`config.mk`:
```
export PLATFORM = sky130hd
export DESIGN_NAME = dbg_imem_reader
export DESIGN_NICKNAME = d
export VERILOG_FILES = /design/src/rtl/dbg_imem_reader.sv
export SDC_FILE = /design/constraint.sdc
export NUM_CORES = 1
export LEC_CHECK = 0
export BUFFER_PORTS_ARGS = -buffer_cell sky130_fd_sc_hd__buf_4
export CAP_MARGIN = 25
export CORE_MARGIN = 5
export CORE_UTILIZATION = 50
export CTS_CLUSTER_DIAMETER = 120
export DETAILED_ROUTE_END_ITERATION = 7
export PLACE_DENSITY = 0.72
export REMOVE_ABC_BUFFERS = 1
export SKIP_LAST_GASP = 1
export SLEW_MARGIN = 5
export SYNTH_ARGS = -nofsm -noshare
export SYNTH_HDL_FRONTEND = slang
export SYNTH_SLANG_ARGS = --single-unit
export TNS_END_PERCENT = 50
```
`constraint.sdc`:
```
create_clock -name clk -period 4.2 [get_ports clk]
set_input_delay 0.42 -clock clk [delete_from_list [all_inputs] [get_ports clk]]
set_output_delay 0.42 -clock clk [all_outputs]
set_load 0.03 [all_outputs]
```
`src/rtl/dbg_imem_reader.sv`:
```
// Debug readback of instruction memory: streams req_count words from req_start_addr
// through a 2-entry output FIFO, issuing at most one read per cycle under a credit limit.
module dbg_imem_reader #(
    parameter int XLEN               = 64,
    parameter int INSTRUCTION_LENGTH = XLEN/2
) (
    input  logic                          clk,
    input  logic                          rst,
    input  logic                          req_valid,
    output logic                          req_ready,
    input  logic [XLEN-1:0]               req_start_addr,
    input  logic [15:0]                   req_count,
    output logic                          mem_rd_en,
    output logic [XLEN-1:0]               mem_rd_addr,
    input  logic [INSTRUCTION_LENGTH-1:0] mem_rd_data,
    output logic                          out_valid,
    input  logic                          out_ready,
    output logic [XLEN-1:0]               out_addr,
    output logic [INSTRUCTION_LENGTH-1:0] out_instr,
    output logic                          out_last,
    output logic                          busy,
    output logic                          done,
    output logic                          err_misaligned
);
    typedef enum logic [1:0] {IDLE, FETCH, DRAIN} state_t;

    state_t                        state_q, state_d;
    logic [XLEN-1:0]               addr_q;
    logic [15:0]                   remain_q;
    logic                          infl_q, infl_last_q;
    logic [XLEN-1:0]               infl_addr_q;
    logic [XLEN-1:0]               fa_q [2];
    logic [INSTRUCTION_LENGTH-1:0] fi_q [2];
    logic                          fl_q [2];
    logic                          wr_ptr_q, rd_ptr_q;
    logic [1:0]                    cnt_q;
    logic                          done_q, err_q;

    logic accept, misaligned, zero_cnt, push, pop, credit_ok, last_issue;

    assign accept     = req_valid && req_ready;
    assign misaligned = (req_start_addr[1:0] != 2'b00);
    assign zero_cnt   = (req_count == 16'd0);
    assign push       = infl_q;
    assign pop        = out_valid && out_ready;
    // Occupancy after this cycle's pop plus the read in flight must leave a free slot.
    assign credit_ok  = ({1'b0, cnt_q} + {2'b00, infl_q} - {2'b00, pop}) < 3'd2;
    assign last_issue = mem_rd_en && (remain_q == 16'd1);

    always_ff @(posedge clk or negedge rst) begin
        if (!rst) state_q <= IDLE;
        else      state_q <= state_d;
    end

    always_comb begin
        state_d = state_q;
        case (state_q)
            IDLE:    if (accept && !misaligned && !zero_cnt) state_d = FETCH;
            FETCH:   if (last_issue)                         state_d = DRAIN;
            DRAIN:   if (pop && out_last)                    state_d = IDLE;
            default:                                         state_d = IDLE;
        endcase
    end

    always_comb begin
        req_ready = (state_q == IDLE);
        busy      = (state_q != IDLE);
        mem_rd_en = (state_q == FETCH) && credit_ok;
    end

    always_ff @(posedge clk or negedge rst) begin
        if (!rst) begin
            addr_q      <= '0;
            remain_q    <= '0;
            infl_q      <= 1'b0;
            infl_addr_q <= '0;
            infl_last_q <= 1'b0;
        end else begin
            infl_q <= mem_rd_en;
            if (accept && !misaligned && !zero_cnt) begin
                addr_q   <= req_start_addr;
                remain_q <= req_count;
            end else if (mem_rd_en) begin
                addr_q   <= addr_q + XLEN'(4);
                remain_q <= remain_q - 16'd1;
            end
            if (mem_rd_en) begin
                infl_addr_q <= addr_q;
                infl_last_q <= (remain_q == 16'd1);
            end
        end
    end

    // Read data is captured into the FIFO in the one cycle it is valid.
    always_ff @(posedge clk or negedge rst) begin
        if (!rst) begin
            fa_q[0]  <= '0;
            fa_q[1]  <= '0;
            fi_q[0]  <= '0;
            fi_q[1]  <= '0;
            fl_q[0]  <= 1'b0;
            fl_q[1]  <= 1'b0;
            wr_ptr_q <= 1'b0;
            rd_ptr_q <= 1'b0;
            cnt_q    <= 2'd0;
        end else begin
            if (push) begin
                fa_q[wr_ptr_q] <= infl_addr_q;
                fi_q[wr_ptr_q] <= mem_rd_data;
                fl_q[wr_ptr_q] <= infl_last_q;
                wr_ptr_q       <= ~wr_ptr_q;
            end
            if (pop) rd_ptr_q <= ~rd_ptr_q;
            cnt_q <= cnt_q + {1'b0, push} - {1'b0, pop};
        end
    end

    always_ff @(posedge clk or negedge rst) begin
        if (!rst) begin
            done_q <= 1'b0;
            err_q  <= 1'b0;
        end else begin
            done_q <= (accept && !misaligned && zero_cnt) || (pop && out_last);
            err_q  <= accept && misaligned;
        end
    end

    assign mem_rd_addr    = addr_q;
    assign out_valid      = (cnt_q != 2'd0);
    assign out_addr       = fa_q[rd_ptr_q];
    assign out_instr      = fi_q[rd_ptr_q];
    assign out_last       = fl_q[rd_ptr_q];
    assign done           = done_q;
    assign err_misaligned = err_q;
endmodule

```
==> summary.txt, run 1 <==
Detailed routing
  • TritonRoute pass-1 iters: 7
  • Total wire length: 44.1 mm
  • Iter 0 DRT Violations: 687
  • Total number of vias: 12304
  • Vias/cell: 5.78
  • Post-DRT Antenna Nets: 0
  • DRC: 0
  • Wire per inst: 20.7 um

Layout
  • Final Non-Filler Cells: 2127
  • Fin util: 63.5%
  • Fillcell total: 2542
  • Layout area overhead: 24.6%
  • Design area: 20200 um2
  • Layout Nets: 1817
  • Share of layout cells above drive strength 1: 39.6%

CTS
  • Clk sinks: 348
  • H-tree levels: 2
  • Buffers inserted by post-CTS timing repair: 0
  • CTS tree: built
  • Clock tree root buffer cell: clkbuf_16
  • Clock slew at the register clock pins of the worst setup and hold paths: 0.06 ns
  • CTS Buf Count: 38
  • Clk buf depth: 3
  • Latest clock arrival within the worst-skew pair: 0.52 ns

Logic synthesis
  • Most frequent cell after synthesis: dfrtp_1
  • Synth Register Bits: 348
  • Synth unique cells: 57
  • Leading area contributor after synthesis: dfrtp_1
  • Post-synthesis sequential area ratio: 53.8%
  • Synth cell count leaders: dfrtp_1, mux2_2, nand2_1, nand3_1, clkbuf_1
  • Post-synth EDFFs: 0
  • Cell Area, Synth: 16200 um2
  • Mapped Avg Cell Area: 11.3 um2
  • Async SR Flop Fraction: 100%
  • Synth Warn #: 0
  • Area contributors post-synth: dfrtp_1, mux2_2, nand2_1
  • Top FF cell, synth: dfrtp_1
  • Synth top area share: 53.8%
  • Post-Syn Instances: 1429

Power
  • Power density over the cells: 841 nW/um2
  • Clock network power share: 20.5%
  • P_int: 9.98 mW
  • Leakage power: 9.70 nW
  • Sequential share of power: 34.4%
  • Psw: 6.97 mW
  • Gate power share: 45.1%
  • Total power draw: 16.9 mW
  • Sw frac: 41.1%
  • Peak VDD IR: 0.489 mV

Global route
  • Vias in the first global route: 12621
  • First-pass GRT wire length: 70.0 mm
  • Gr ovfl total: 0
  • Largest net degree at the start of global routing: 123
  • Total track usage: 24.0%
  • Initial antenna violation count: 3

Timing
  • Minimum clock period: 3.91 ns
  • Final Hold Viols: 0
  • Count of final setup violators: 0
  • RSZ-0062 raised after global routing: no
  • Worst Skew: 0.0153 ns
  • Final Max Tran Viols: 0
  • Final WS setup: 0.290 ns
  • Fmax: 256 MHz
  • Slew margin rel.: 35.2%
  • Final period utilization: 93.1%
  • Actual slew at the worst max-slew pin: 0.965 ns

Placement
  • DP Worst Slack: 0.343 ns
  • Input/output buffers: 282
  • DP HPWL: 30.3 mm
  • DP Area: 18800 um2
  • GP Congestion: 0.856
  • Post-Place Cells: 2055

Min path
  • Worst Hold Class: input pin to flop

Worst setup path
  • CP max-delay cell: fa_1
  • Crit end category: primary output
  • Worst Path Max Fanout: 21
  • Critical Setup Path Class: flop to primary output
  • Startpoint Class: flop
  • Worst r2r path cells: 12
  • WP data required: 3.78 ns
  • Crit path capture: mem_rd_en
  • Crit path from: cnt_q[1]$_DFF_PN0_
  • Worst reg2reg path startpoint: cnt_q[1]$_DFF_PN0_
  • Worst EP arrival: 3.49 ns
  • R2r endpoint: mem_rd_addr[26]$_DFFE_PN0P_
  • Slowest stage delay, CP: 0.42 ns
  • CP Cell Sequence: inv_1, nand2_1, and2_1, ha_1, inv_1, ha_1, fa_1, xor2_1, nand2_4, clkinv_2, buf_4, buf_4
  • Delay-heaviest family, CP: adder cells
  • R2R Setup Slk: 0.47 ns
  • CP Depth: 12
  • Worst Path Buf+Inv: 5

Floorplan
  • Die height: 190 um
  • Io pins: 283
  • Core ar.: 31700 um2
  • Rows: 65
  • Die area: 36000 um2
  • Die X: 190 um
  • Initial Utilization: 51.0%

Run status
  • Status: complete, no violations

Job
  • Max_cap viols: 0
worst reg2reg max path: stages (launching register included):
cell and delay, ns:
dfrtp_1 0.41, inv_1 0.11, nand2_1 0.08, and2_1 0.19, ha_1 0.28, inv_1 0.04, ha_1 0.19, fa_1 0.52
or3b_1 0.60, nor4_2 0.55, nand2_1 0.19, or4_1 0.44, nand3_1 0.09
flip-flops by register name (all words and copies together), names as in the netlist, 2 cells and up:
signal	count
state_q	2
fi_q	64
cnt_q	2
fl_q	2
remain_q	16
mem_rd_addr	64
infl_addr_q	64
fa_q	128
per-layer routing:
metal	GRT usage (%)	vias to the layer above	part of all wire [%]
li1	-	5687	-
met1	33.3	6123	43
met2	39.1	418	48
met3	4.44	74	6.3
met4	6.82	2	2.7
met5	0	-	0.045
stage by stage:
step	hold WS [ns]	setup TNS, ns
after floorplan	0.124	-473.10
after global placement	0.478	0
after detailed placement	0.484	0
after CTS	0.0924	0
after global routing	0.109	0
final	0.112	0
kinds of logic after synthesis:
| group | count (synthesis) | share of synthesized area [%] |
|---|---|---|
| DFF | 348 | 53.8 |
| buffers and inverters | 97 | 2.36 |
| AOI/OAI and AO/OA | 149 | 6.29 |
| xor gates and xnor gates | 24 | 1.30 |
| and+or+nand+nor | 509 | 15.1 |
| adders and majority gates | 6 | 0.511 |
| muxes | 296 | 20.6 |
placed cells by master, fill, tap and decap left out, types with 13 or more instances in the layout:
master | netlist | layout
a21oi_1 | 16 | 15
a22oi_1 | 18 | 18
and3_1 | 13 | 13
buf_4 | 1 | 301
clkbuf_16 | 0 | 39
clkbuf_8 | 0 | 16
dfrtp_1 | 348 | 347
inv_1 | 13 | 13
mux2_2 | 291 | 291
nand2_1 | 262 | 260
nand3_1 | 62 | 62
nand4_1 | 37 | 37
nor2_1 | 38 | 38
nor4_1 | 28 | 28
o211ai_1 | 17 | 17
o21ai_0 | 41 | 41
or4_1 | 14 | 14
xor2_1 | 16 | 16
power by group through the flow:
stage	sequential (mW)	combinational, mW	clock, mW
4_1_cts	5.83	7.68	3.56
3_5_place_dp	5.87	7.65	0
3_3_place_gp	5.77	7.48	0
2_1_floorplan	5.75	4.48	0
6_report	5.82	7.64	3.48
5_1_grt	6.02	8.21	3.70
worst min-delay path by stage:
stage	startpoint	end	slack (ns)	cells past startpoint
2_1_floorplan	rst	cnt_q[0]$_DFF_PN0_	0.12	0
6_report	req_start_addr[5]	mem_rd_addr[5]$_DFFE_PN0P_	0.11	3
3_5_place_dp	infl_addr_q[56]$_DFFE_PN0P_	infl_addr_q[56]$_DFFE_PN0P_	0.48	2
5_1_grt	req_start_addr[5]	mem_rd_addr[5]$_DFFE_PN0P_	0.11	3
4_1_cts	req_start_addr[5]	mem_rd_addr[5]$_DFFE_PN0P_	0.09	3
3_3_place_gp	infl_addr_q[51]$_DFFE_PN0P_	infl_addr_q[51]$_DFFE_PN0P_	0.48	2
area by class of cell:
| type | count | area [um2] | share of cell area [%] |
|---|---|---|---|
| Timing Repair Buffer | 309 | 2410 | 12.0 |
| Multi-Input combinational cell | 984 | 7130 | 35.4 |
| Inverter | 14 | 53.8 | 0.267 |
| Clock inverter | 9 | 126 | 0.627 |
| Tap cell | 402 | 503 | 2.50 |
| Antenna cell | 2 | 5.00 | 0.0248 |
| Sequential cell | 348 | 8710 | 43.2 |
| Clock buffer | 59 | 1210 | 6.01 |
what timing repair did:
| item | in CTS | in global routing |
|---|---|---|
| setup endpoints to repair | 0 | 2 |
| hold endpoints to repair | 92 | 0 |
| resized for setup | 0 | 2 |
| hold buffers | 1 | 0 |
Note: power is estimated with default switching activity, not from simulation.
==> run 2, diff against run 1 <==
--- a/config.mk
+++ b/config.mk
@@ -8,10 +8,10 @@
 export BUFFER_PORTS_ARGS = -buffer_cell sky130_fd_sc_hd__buf_4
 export CAP_MARGIN = 25
 export CORE_MARGIN = 5
-export CORE_UTILIZATION = 50
+export CORE_UTILIZATION = 56
 export CTS_CLUSTER_DIAMETER = 120
 export DETAILED_ROUTE_END_ITERATION = 7
-export PLACE_DENSITY = 0.72
+export PLACE_DENSITY = 0.8
 export REMOVE_ABC_BUFFERS = 1
 export SKIP_LAST_GASP = 1
 export SLEW_MARGIN = 5
==> run 2 against run 1 <==
Against the previous run:
- the run now ends with hold timing left
- fmax down 1.5%
- utilization up 6.3 points
- worst hold slack worse by 0.15 ns
- setup slack worse by 0.059 ns
- via count up 1.5%
- wire length down 1.9%
- first-iteration DRC count up 32%
- largest cell class unchanged
- critical path depth unchanged
- critical path type unchanged
==> summary.txt, run 2 (synthesis gave the netlist of run 1 again) <==
Run status
  • Status: complete, but fails checks (was complete, no violations)
  • Failing checks: hold timing

CTS
  • Clock slew at the register clock pins of the worst setup and hold paths: 0.06 ns (about the same)
  • Latest clock arrival within the worst-skew pair: 0.52 ns (about the same)
  • H-tree levels: 2 (unchanged)
  • Clock tree root buffer cell: clkbuf_16 (unchanged)
  • Clk sinks: 348 (unchanged)
  • Buffers inserted by post-CTS timing repair: 0 (unchanged)
  • Hold buffer count at CTS: 0 (was 1)
  • CTS Buf Count: 37 (was 38)
  • CTS tree: built (unchanged)
  • Clk buf depth: 3 (unchanged)

Power
  • Leakage power: 9.62 nW (was 9.70 nW)
  • Peak VDD IR: 0.506 mV (was 0.489 mV)
  • Power density over the cells: 835 nW/um2 (was 841 nW/um2)

Detailed routing
  • Post-DRT Antenna Nets: 0 (unchanged)
  • Vias/cell: 5.94 (was 5.78)
  • Iter 0 DRT Violations: 905 (was 687)
  • TritonRoute pass-1 iters: 6 (was 7)
  • Total wire length: 43.2 mm (was 44.1 mm)
  • Wire per inst: 20.5 um (was 20.7 um)
  • Total number of vias: 12494 (was 12304)
  • DRC: 0 (unchanged)

Timing
  • Final Max Tran Viols: 0 (unchanged)
  • RSZ-0062 raised after global routing: no (unchanged)
  • Fmax: 252 MHz (was 256 MHz)
  • Final WS setup: 0.231 ns (was 0.290 ns)
  • Final Hold Viols: 12 (was 0)
  • Final period utilization: 94.5% (was 93.1%)
  • Min Hold Slack: -0.0410 ns (was 0.112 ns)
  • Worst Skew: 0.0153 ns (about the same)
  • Minimum clock period: 3.97 ns (was 3.91 ns)
  • Slew margin rel.: 30.7% (was 35.2%)
  • Count of final setup violators: 0 (unchanged)
  • Actual slew at the worst max-slew pin: 1.03 ns (was 0.965 ns)

Placement
  • GP Congestion: 0.884 (was 0.856)
  • Input/output buffers: 282 (unchanged)
  • Post-Place Cells: 2039 (was 2055)
  • DP Worst Slack: 0.473 ns (was 0.343 ns)
  • DP HPWL: 29.5 mm (was 30.3 mm)

Worst setup path
  • Worst reg2reg path startpoint: cnt_q[1]$_DFF_PN0_ (unchanged)
  • Critical Setup Path Class: flop to primary output (unchanged)
  • Startpoint Class: flop (unchanged)
  • Worst EP arrival: 3.55 ns (was 3.49 ns)
  • Worst r2r path cells: 12 (unchanged)
  • Worst Path Max Fanout: 17 (was 21)
  • R2r endpoint: mem_rd_addr[11]$_DFFE_PN0P_ (was mem_rd_addr[26]$_DFFE_PN0P_)
  • Crit end category: primary output (unchanged)
  • R2R Setup Slk: 0.55 ns (was 0.47 ns)
  • WP data required: 3.78 ns (about the same)

Layout
  • Commonest non-fill, non-tap cell in the layout: dfrtp_1 (unchanged)
  • Register area: 8710 um2 (unchanged)
  • Biggest register: fa_q (unchanged)
  • Layout area overhead: 23.6% (was 24.6%)
  • Share of layout cells above drive strength 1: 39.2% (was 39.6%)
  • Multi-input gate area: 7130 um2 (about the same)
  • Final Non-Filler Cells: 2105 (was 2127)
  • Max FFs per register: 128 (unchanged)
  • Fillcell total: 2115 (was 2542)
  • Layout Nets: 1816 (was 1817)
  • Commonest cells after routing, fill and taps aside: dfrtp_1, buf_4, mux2_2 (unchanged)

Min path
  • Worst Hold Class: input pin to async pin (was input pin to flop)

Floorplan
  • Rows: 62 (was 65)
  • Die height: 180 um (was 190 um)
  • Initial Utilization: 56.5% (was 51.0%)
  • Die X: 180 um (was 190 um)
  • Io pins: 283 (unchanged)
  • Die area: 32400 um2 (was 36000 um2)
  • Core ar.: 28600 um2 (was 31700 um2)

Global route
  • Total track usage: 26.3% (was 24.0%)
  • Vias in the first global route: 12951 (was 12621)
  • Largest net degree at the start of global routing: 120 (was 123)
  • First-pass GRT wire length: 70.1 mm (was 70.0 mm)
  • Gr ovfl total: 0 (unchanged)
  • Initial antenna violation count: 1 (was 3)

Job
  • Max_cap viols: 0 (unchanged)
[run 2: cell types whose count changed in the layout (fill, tap and decap cells not counted), sizes merged]
cell,previous run,this run
diode,2,1
dlygate4sd3,1,0
clkbuf,59,57
bufinv,3,2
buf,308,309
[run 2: per-layer routing]
layer	track usage [%]	routed length, um
met3	4.51	2680
met5	0	0
met2	42.7	20500
met4	9.23	1580
met1	36.2	18400
[run 2: final cells by class]
| class | instances | share of cell area (%) |
|---|---|---|
| tap | 384 | 2.40 |
| sequential | 348 | 43.6 |
| timing repair buffer | 309 | 12.1 |
| antenna | 1 | 0.0125 |
| inverter | 14 | 0.269 |
| multi-input combinational | 984 | 35.6 |
| clock buffer | 57 | 5.57 |
| clock inverter | 8 | 0.482 |
[run 2: report_power, final]
group	switching, mW	total, mW	internal, mW
combinational	4.49	7.64	3.15
clock	1.30	3.25	1.95
sequential	1.15	5.81	4.66
total	6.94	16.7	9.76
[run 2: worst max-delay path: stages (launching register included)]
cell and delay (ns):
dfrtp_1 0.40, inv_1 0.11, nand2_1 0.09, and2_1 0.20, ha_1 0.28, inv_1 0.04, ha_1 0.19, fa_1 0.49
nor3b_2 0.36, nand2_4 0.12, clkinv_2 0.27, buf_4 0.28, buf_4 0.20
[run 2: how the worst max path moves through the flow]
stage,start,end,slack (ns),cells past startpoint
floorplan,cnt_q[1]$_DFF_PN0_,mem_rd_addr[22]$_DFFE_PN0P_,-4.30,13
global placement,cnt_q[1]$_DFF_PN0_,mem_rd_addr[21]$_DFFE_PN0P_,0.68,12
detailed placement,cnt_q[1]$_DFF_PN0_,mem_rd_addr[56]$_DFFE_PN0P_,0.47,14
CTS,cnt_q[1]$_DFF_PN0_,mem_rd_en,0.05,12
global route,cnt_q[1]$_DFF_PN0_,mem_rd_en,0.008,12
finish,cnt_q[1]$_DFF_PN0_,mem_rd_en,0.23,12
[run 2: what timing repair did]
item,in CTS,in global routing
gates resized for setup,0,1
endpoints found under the setup margin,0,1
hold endpoints to repair,0,0
[run 2: per-stage QoR]
| step | TNS [ns] | cell area [um2] | hold slack (ns) | utilization [%] | power, mW |
|---|---|---|---|---|---|
| after floorplan | -473.10 | 15800 | 0.124 | - | 10.2 |
| after global placement | 0 | 18800 | 0.475 | 65.6 | 13.2 |
| after detailed placement | 0 | 18800 | 0.485 | 65.6 | 13.5 |
| after CTS | 0 | 20000 | 0.0206 | 69.8 | 16.8 |
| after global routing | 0 | 20000 | 0.0667 | 69.9 | 17.6 |
| final | 0 | 20000 | -0.0410 | 69.9 | 16.7 |
